`src/rtl/reg_bank_pkg.sv`:
```
// Shared definitions for the TD-series register bank: program-counter opcodes
// as seen by the instruction decoder.
package reg_bank_pkg;

    localparam logic [1:0] OP_INC  = 2'b00;
    localparam logic [1:0] OP_JMP  = 2'b01;
    localparam logic [1:0] OP_CALL = 2'b10;
    localparam logic [1:0] OP_RET  = 2'b11;

    typedef enum logic [1:0] {
        PC_INC  = OP_INC,
        PC_JMP  = OP_JMP,
        PC_CALL = OP_CALL,
        PC_RET  = OP_RET
    } pc_op_t;

endpackage

```
`src/rtl/reg_bank_ret_stack.sv`:
```
// LIFO return-address stack for CALL/RET; push is ignored when full, pop when empty.
// Only instantiated when REG_BANK_STACK_EN is defined.
module ret_stack #(
    parameter int WIDTH = 4,
    parameter int DEPTH = 4
) (
    input  logic             CLK,
    input  logic             CLR,
    input  logic             push,
    input  logic             pop,
    input  logic [WIDTH-1:0] din,
    output logic [WIDTH-1:0] top,
    output logic             full,
    output logic             empty
);
    localparam int SPW = $clog2(DEPTH + 1);

    logic [SPW-1:0]   sp;
    logic [WIDTH-1:0] mem [DEPTH];

    assign full  = (sp == SPW'(DEPTH));
    assign empty = (sp == '0);

    always_ff @(posedge CLK) begin
        if (CLR)
            sp <= '0;
        else if (push && !full)
            sp <= sp + SPW'(1);
        else if (pop && !empty)
            sp <= sp - SPW'(1);
    end

    // Entry storage carries no reset: clearing sp is enough to discard it.
    always_ff @(posedge CLK) begin
        for (int i = 0; i < DEPTH; i++)
            if (push && !full && sp == SPW'(i))
                mem[i] <= din;
    end

    always_comb begin
        top = '0;
        for (int i = 0; i < DEPTH; i++)
            if (sp == SPW'(i + 1))
                top = mem[i];
    end

endmodule

```
`src/rtl/reg_bank.sv`:
```
// TD-series register bank: general registers, program counter and C/Z flags.
// Define REG_BANK_STACK_EN to add the hardware return-address stack for CALL/RET.
module reg_bank
    import reg_bank_pkg::*;
#(
    parameter int WIDTH       = 4,
    parameter int NREGS       = 2,
    parameter int PC_WIDTH    = 4,
    parameter int STACK_DEPTH = 4
) (
    input  logic                       CLK,
    input  logic                       CLR,
    input  logic                       EN,
    input  logic                       WE,
    input  logic [$clog2(NREGS)-1:0]   WSEL,
    input  logic [WIDTH-1:0]           WDATA,
    input  logic [$clog2(NREGS)-1:0]   RSEL_A,
    input  logic [$clog2(NREGS)-1:0]   RSEL_B,
    output logic [WIDTH-1:0]           RDATA_A,
    output logic [WIDTH-1:0]           RDATA_B,
    input  logic [1:0]                 PC_OP,
    input  logic [PC_WIDTH-1:0]        PC_IM,
    output logic [PC_WIDTH-1:0]        PC,
    input  logic                       FLAG_WE,
    input  logic                       CARRY_IN,
    output logic                       C_FLAG,
    output logic                       Z_FLAG,
    output logic                       STK_FULL,
    output logic                       STK_EMPTY,
    output logic                       STK_ERR
);
    localparam int SEL_W = $clog2(NREGS);

    logic [WIDTH-1:0]    regs [NREGS];
    logic [PC_WIDTH-1:0] pc_q;
    logic [PC_WIDTH-1:0] pc_inc;
    logic [PC_WIDTH-1:0] pc_nxt;
    logic                c_q;
    logic                z_q;

    always_ff @(posedge CLK) begin
        if (CLR) begin
            for (int i = 0; i < NREGS; i++)
                regs[i] <= '0;
        end else if (EN && WE) begin
            for (int i = 0; i < NREGS; i++)
                if (WSEL == SEL_W'(i))
                    regs[i] <= WDATA;
        end
    end

    // Out-of-range selects match no entry and read back as zero.
    always_comb begin
        RDATA_A = '0;
        RDATA_B = '0;
        for (int i = 0; i < NREGS; i++) begin
            if (RSEL_A == SEL_W'(i)) RDATA_A = regs[i];
            if (RSEL_B == SEL_W'(i)) RDATA_B = regs[i];
        end
    end

    always_ff @(posedge CLK) begin
        if (CLR) begin
            c_q <= 1'b0;
            z_q <= 1'b0;
        end else if (EN && FLAG_WE) begin
            c_q <= CARRY_IN;
            z_q <= (WDATA == '0);
        end
    end

    assign C_FLAG = c_q;
    assign Z_FLAG = z_q;
    assign pc_inc = pc_q + PC_WIDTH'(1);

`ifdef REG_BANK_STACK_EN
    logic                stk_push;
    logic                stk_pop;
    logic                stk_err_set;
    logic                stk_err_q;
    logic [PC_WIDTH-1:0] stk_top;
    logic                stk_full;
    logic                stk_empty;
`endif

    always_comb begin
        pc_nxt = pc_inc;
`ifdef REG_BANK_STACK_EN
        stk_push    = 1'b0;
        stk_pop     = 1'b0;
        stk_err_set = 1'b0;
`endif
        case (pc_op_t'(PC_OP))
            PC_INC: pc_nxt = pc_inc;
            PC_JMP: pc_nxt = PC_IM;
            PC_CALL: begin
                pc_nxt = PC_IM;
`ifdef REG_BANK_STACK_EN
                if (stk_full) stk_err_set = 1'b1;
                else          stk_push    = EN;
`endif
            end
            PC_RET: begin
                pc_nxt = pc_inc;
`ifdef REG_BANK_STACK_EN
                if (stk_empty) begin
                    stk_err_set = 1'b1;
                end else begin
                    pc_nxt  = stk_top;
                    stk_pop = EN;
                end
`endif
            end
            default: pc_nxt = pc_inc;
        endcase
    end

    always_ff @(posedge CLK) begin
        if (CLR)
            pc_q <= '0;
        else if (EN)
            pc_q <= pc_nxt;
    end

    assign PC = pc_q;

`ifdef REG_BANK_STACK_EN
    ret_stack #(
        .WIDTH (PC_WIDTH),
        .DEPTH (STACK_DEPTH)
    ) u_ret_stack (
        .CLK   (CLK),
        .CLR   (CLR),
        .push  (stk_push),
        .pop   (stk_pop),
        .din   (pc_inc),
        .top   (stk_top),
        .full  (stk_full),
        .empty (stk_empty)
    );

    // Sticky until reset so software can poll after a burst of calls.
    always_ff @(posedge CLK) begin
        if (CLR)
            stk_err_q <= 1'b0;
        else if (EN && stk_err_set)
            stk_err_q <= 1'b1;
    end

    assign STK_FULL  = stk_full;
    assign STK_EMPTY = stk_empty;
    assign STK_ERR   = stk_err_q;
`else
    assign STK_FULL  = 1'b0;
    assign STK_EMPTY = 1'b1;
    assign STK_ERR   = 1'b0;
`endif

endmodule

```
`config.mk`:
```
export PLATFORM = sky130hd
export DESIGN_NAME = reg_bank
export DESIGN_NICKNAME = d
export VERILOG_FILES = /design/src/rtl/reg_bank_pkg.sv /design/src/rtl/reg_bank_ret_stack.sv /design/src/rtl/reg_bank.sv
export SDC_FILE = /design/constraint.sdc
export NUM_CORES = 1
export LEC_CHECK = 0
export ABC_AREA = 1
export ABC_CLOCK_PERIOD_IN_PS = 1450
export CORE_MARGIN = 1
export CORE_UTILIZATION = 35
export CTS_CLUSTER_SIZE = 28
export DETAILED_ROUTE_END_ITERATION = 16
export PLACE_DENSITY = 0.74
export RECOVER_POWER = 50
export SLEW_MARGIN = 30
export SYNTH_ARGS = -nofsm -noshare
export SYNTH_HDL_FRONTEND = slang
export SYNTH_SLANG_ARGS = --single-unit
```
`constraint.sdc`:
```
create_clock -name CLK -period 1.45 [get_ports CLK]
set_input_delay 0.435 -clock CLK [delete_from_list [all_inputs] [get_ports CLK]]
set_output_delay 0.435 -clock CLK [all_outputs]
set_load 0.01 [all_outputs]
```
==> results of run 1 <==
[routing by layer]
metal,GRT usage [%],routed length (um)
met5,0,0
met4,9.80,8
met3,3.12,103
met2,29.2,878
met1,18.8,741
[worst paths after layout]
kind                              from          to
worst max-delay path                EN  regs[0][1]
worst min-delay path            C_FLAG      C_FLAG
worst max register to register   PC[0]       PC[2]
worst min register to register  C_FLAG      C_FLAG
[cell usage in the layout (no fill, tap or decap)]
master           synthesis  routed
o21ai_1                  0       5
ha_1                     1       1
clkdlybuf4s50_1          0      16
a21oi_1                  4       4
conb_1                   2       3
nand3_1                 10      10
buf_2                    0      11
nand2_1                 22      23
nand4_1                  2       2
nand2_4                  1       1
nand3b_1                 1       1
dfxtp_1                  6       6
o21ai_0                 11       6
nor2_1                   9       9
edfxtp_1                 8       8
buf_4                    4       7
o21ai_2                  1       1
clkbuf_4                 0       4
clkbuf_1                 0       1
inv_1                   20      20
dlygate4sd2_1            0       6
[cells by family (layout without fill, tap and decap cells)]
logic type | after synthesis | count (layout) | share of synthesized area [%]
AOI/OAI and AO/OA | 16 | 16 | 10.8
buffers and inverters | 24 | 65 | 13.6
adders and majority gates | 1 | 1 | 1.62
other | 2 | 3 | 0.971
DFF | 14 | 14 | 46.6
and+or+nand+nor | 46 | 46 | 26.4
[area by class of cell]
class,count,share of cell area [%]
timing repair buffer,41,29.0
multi-input combinational,66,27.3
tap,27,2.98
inverter,20,6.63
sequential,14,31.8
clock buffer,4,2.32
[cells in the mapped netlist (all sizes together)]
library cell / instances / area (um2)
buf: 4 / 30.0
nand2: 24 / 100
edfxtp: 8 / 240
inv: 20 / 75.1
ha: 1 / 12.5
dfxtp: 6 / 120
nor2: 9 / 33.8
conb: 2 / 7.51
o21ai: 12 / 63.8
nand3b: 1 / 7.51
a21oi: 4 / 20.0
nand3: 10 / 50.1
nand4: 2 / 12.5
[flip-flops by register name, summed over array words and instances (netlist names)]
register and count:
Z_FLAG 1, C_FLAG 1, regs 8, PC 4
[worst max-delay path, cell delays in order]
cell	delay (ns)
clkdlybuf4s50_1	0.54
buf_2	0.21
nand3_1	0.15
nor2_1	0.16
[what timing repair did]
action                     4_1_cts  5_1_grt
setup endpoints to repair       14        4
gates cloned                     0        0
hold buffers                     0        0
gates resized for setup         51        0
pin swaps                        1        2
[report_power, final]
group	switching (mW)	leakage (nW)	total (mW)	internal, mW
logic	0.117	0.438	0.235	0.117
clock network	0.120	0.0150	0.227	0.107
registers	0.0130	0.128	0.463	0.450
==> run_results.csv, run 1 <==
group,metric,value,unit
cts,clock_sinks,14,
drt,drc_errors,0,
cells_and_area,multiInputGateArea,309,um2
power,finalPower,925,uW
global_routing,overflow,0,
cells_and_area,final_cell_count_no_fill,172,
die,num_rows,16,
cts,clk_latency,0.27,ns
power,ir_drop,0.000477,V
sta,max_freq,720,MHz
die,start_util,38.2,%
setup_path,r2r_setup_slack,0.28,ns
setup_path,criticalPathCategory,"primary input to flop",
sta,period_share,95.8,%
setup_path,crit_required,1.57,ns
drt,via_count,768,
setup_path,end_kind,"flop",
cells_and_area,stdcell_area,1130,um2
run,cap_viol_max_count,0,
global_routing,grt_max_degree,9,
setup_path,cp.arrival,1.51,ns
cts,cts-buffers-inserted,3,
cells_and_area,nNetsFinal,166,
yosys,synth.cell_area,773,um2
sta,tns,0,ns
sta,whs,0.492,ns
sta,min_period,1.39,ns
die,io_pins,36,
sta,hold_viol,0,
cells_and_area,final_util,56.0,%
global_routing,antenna_found_initial,0,
sta,setup_viol,0,
cts,cts_tree,"built",
cells_and_area,syn2layout_area_growth,46.4,%
status,status,"finished, final reports clean",
drt,wire_per_inst,10.1,um
setup_path,start_kind,"primary input",
placed_design,preCtsSetupSlack,-0.731,ns
sta,timing.final.ws_setup,0.0610,ns
cts,root_buffer,"clkbuf_4",
yosys,netlist_instances,103,
min_path,hold_path_class,"flop to flop",
global_routing,grt_first_pass_wirelength,3.05,mm
setup_path,crit_fanout,7,
die,floorplan.die_area,2400,um2
cts,clk_pin_slew,0.08,ns
min_path,hold_depth,2,
power,power.density,817,nW/um2
power,leakagePower,0.581,nW
global_routing,grt_pass1_vias,731,
cells_and_area,drive_above_1_share,16.6,%
cells_and_area,register_area,360,um2
setup_path,worstRegToRegCells,7,
placed_design,dp.final_hpwl,1.41,mm
die,core_area,2020,um2
yosys,yosysSeqAreaShare,46.6,%
die,die_x,49,um
yosys,yosysUniqueCellTypes,16,
placed_design,place.gp.congestion,0.866,
sta,drv_slew,0,
die,die_h,49,um
yosys,yosysWarnings,0,
cts,cts_buffer_depth,2,
placed_design,place_inst,168,
drt,wirelength,1.73,mm
drt,dr.pass1.iters,4,
cells_and_area,n_antenna_cell,0,
yosys,ys_seq_elements,14,
cts,post-cts-setup-buffers,0,
drt,drtAntennaViolNets,0,
cells_and_area,nFillCells,202,
yosys,syn-mean-instance-area,7.51,um2
sta,fin_worst_skew,0.0000930,ns
placed_design,io_buffers,32,
cts,htreeDepth,1,
sta,rsz0062_at_grt,"yes",
drt,drtIter0Drc,14,
drt,vias_per_cell,4.47,
global_routing,grt_usage,16.7,%
placed_design,place_area,1170,um2
Note: power is estimated with default switching activity, not from simulation.
==> inputs of run 2 (changes only) <==
Settings changed: RECOVER_POWER 50 to 25.
==> run_results.csv, run 2 (synthesis gave the netlist of run 1 again) <==
group,metric,value,unit
status,status,"finished, final reports clean",
run,cap_viol_max_count,0,
cts,cts_tree,"built",
power,ir_drop,0.000479,V
global_routing,antenna_found_initial,0,
setup_path,startpoint,"regs[0][6]",
sta,min_period,1.39,ns
setup_path,end_kind,"output pin",
cells_and_area,nNetsFinal,166,
placed_design,dp.final_hpwl,1.41,mm
global_routing,grt_first_pass_wirelength,3.05,mm
die,die_x,49,um
sta,drv_slew,0,
power,power.density,816,nW/um2
setup_path,criticalPathCategory,"flop to output pin",
drt,wire_per_inst,10.0,um
global_routing,met3_usage,3.12,%
cts,htreeDepth,1,
global_routing,grt_pass1_vias,731,
cts,clock_sinks,14,
setup_path,worstRegToRegCells,7,
sta,max_freq,722,MHz
cells_and_area,top_register,"regs",
cells_and_area,final_util,56.1,%
drt,drtAntennaViolNets,0,
setup_path,slowest_stage,"edfxtp_1",
setup_path,reg2reg_from,"PC[0]",
die,floorplan.die_area,2400,um2
min_path,min_from,"C_FLAG",
setup_path,crit_required,1.02,ns
sta,setup_viol,0,
cts,cts-buffers-inserted,3,
power,leakagePower,0.582,nW
setup_path,critPathTopFamily,"flip-flops",
placed_design,io_buffers,32,
cts,clk_latency,0.27,ns
setup_path,cp.arrival,0.95,ns
die,io_pins,36,
cts,cts_buffer_depth,2,
setup_path,crit_fanout,2,
global_routing,grt_max_degree,9,
setup_path,path_depth,3,
min_path,hold_path_class,"flop to flop",
min_path,hold_depth,2,
die,start_util,38.2,%
die,die_h,49,um
global_routing,busiest_layer,"met2",
cells_and_area,n_antenna_cell,0,
cells_and_area,nFillCells,201,
die,num_rows,16,
drt,wirelength,1.73,mm
sta,rsz0062_at_grt,"yes",
placed_design,place.gp.congestion,0.866,
setup_path,cp_num_buf_inv,1,
drt,drc_errors,0,
sta,fin_worst_skew,0.0000900,ns
global_routing,grt.met1_usage,18.8,%
drt,via_count,768,
drt,drtIter0Drc,14,
cells_and_area,syn2layout_area_growth,46.8,%
cells_and_area,mostFrequentLayoutCell,"nand2_1",
sta,hold_viol,0,
die,core_area,2020,um2
cts,post-cts-setup-buffers,0,
setup_path,path_cells,"nand2_1, o21ai_1, buf_2",
setup_path,max_stage_delay,0.40,ns
sta,tns,0,ns
cells_and_area,layout_common_cells,"nand2_1, inv_1, clkdlybuf4s50_1",
drt,dr.pass1.iters,4,
setup_path,start_kind,"flop",
global_routing,grt_usage,16.7,%
drt,vias_per_cell,4.47,
global_routing,gr-usage-met2,29.2,%
cells_and_area,final_cell_count_no_fill,172,
sta,period_share,95.5,%
cts,root_buffer,"clkbuf_4",
global_routing,overflow,0,
placed_design,place_inst,168,
cts,clk_pin_slew,0.08,ns
cells_and_area,largest_reg_flops,8,
cells_and_area,drive_above_1_share,16.6,%
## run 2: cell count changes in the layout (fill, tap and decap cells not counted)
| cell | delta |
|---|---|
| buf_2 | -1 |
| buf_4 | +1 |
## run 2: timing repair
action	CTS	global route
gates resized for setup	51	0
endpoints found under the setup margin	14	4
pin swaps	1	2
hold buffers	0	0
hold endpoints to repair	0	0
## run 2: path summary, 6_finish.rpt
kind	endpoint	slack [ns]
min reg2reg	C_FLAG	0.49
min	C_FLAG	0.49
max	RDATA_B[2]	0.06
max reg2reg	PC[2]	0.29
## run 2: layout make-up
type | instances | area, um2 | area share (%)
Clock buffer | 4 | 26.3 | 2.32
Tap cell | 27 | 33.8 | 2.98
Multi-Input combinational cell | 66 | 309 | 27.2
Sequential cell | 14 | 360 | 31.8
Inverter | 20 | 75.1 | 6.62
Timing Repair Buffer | 41 | 330 | 29.1
## run 2: through the flow
stage / worst slack [ns] / hold WS (ns) / total power [mW] / area, um2
final: 0.0647 / 0.492 / 0.926 / 1130
after global routing: -0.0214 / 0.556 / 0.984 / 1130
after CTS: 0.0554 / 0.502 / 0.936 / 1140
after detailed placement: -0.731 / 0.487 / 0.740 / 1170
after global placement: -0.696 / 0.470 / 0.732 / 1170
after floorplan: 0.131 / 0.504 / 0.585 / 777
## run 2: where the power goes
| part | switching [mW] | internal (mW) | leakage [nW] | total (mW) |
|---|---|---|---|---|
| clock | 0.120 | 0.107 | 0.0150 | 0.227 |
| combinational | 0.117 | 0.118 | 0.439 | 0.236 |
| sequential | 0.0130 | 0.450 | 0.128 | 0.463 |
| total | 0.251 | 0.675 | 0.582 | 0.926 |
## run 2: worst reg2reg max path: cells and delay by family (launching register included)
family / cells / cell delay [ns]
compound gates: 2 / 0.23
fa+ha+maj: 1 / 0.20
buf+inv: 2 / 0.19
flops: 1 / 0.33
simple gates: 2 / 0.15
## run 2: layer usage
metal | wire length (um) | vias up
met2 | 879 | 26
li1 | - | 405
met3 | 103 | 2
met1 | 734 | 335
met5 | 0 | -
met4 | 8 | 0
==> inputs of run 3 (changes only) <==
Settings changed: CTS_CLUSTER_DIAMETER from default to 150.
==> results of run 3 <==
Same layout as run 2: the final DEF is identical, and so are final timing and power.
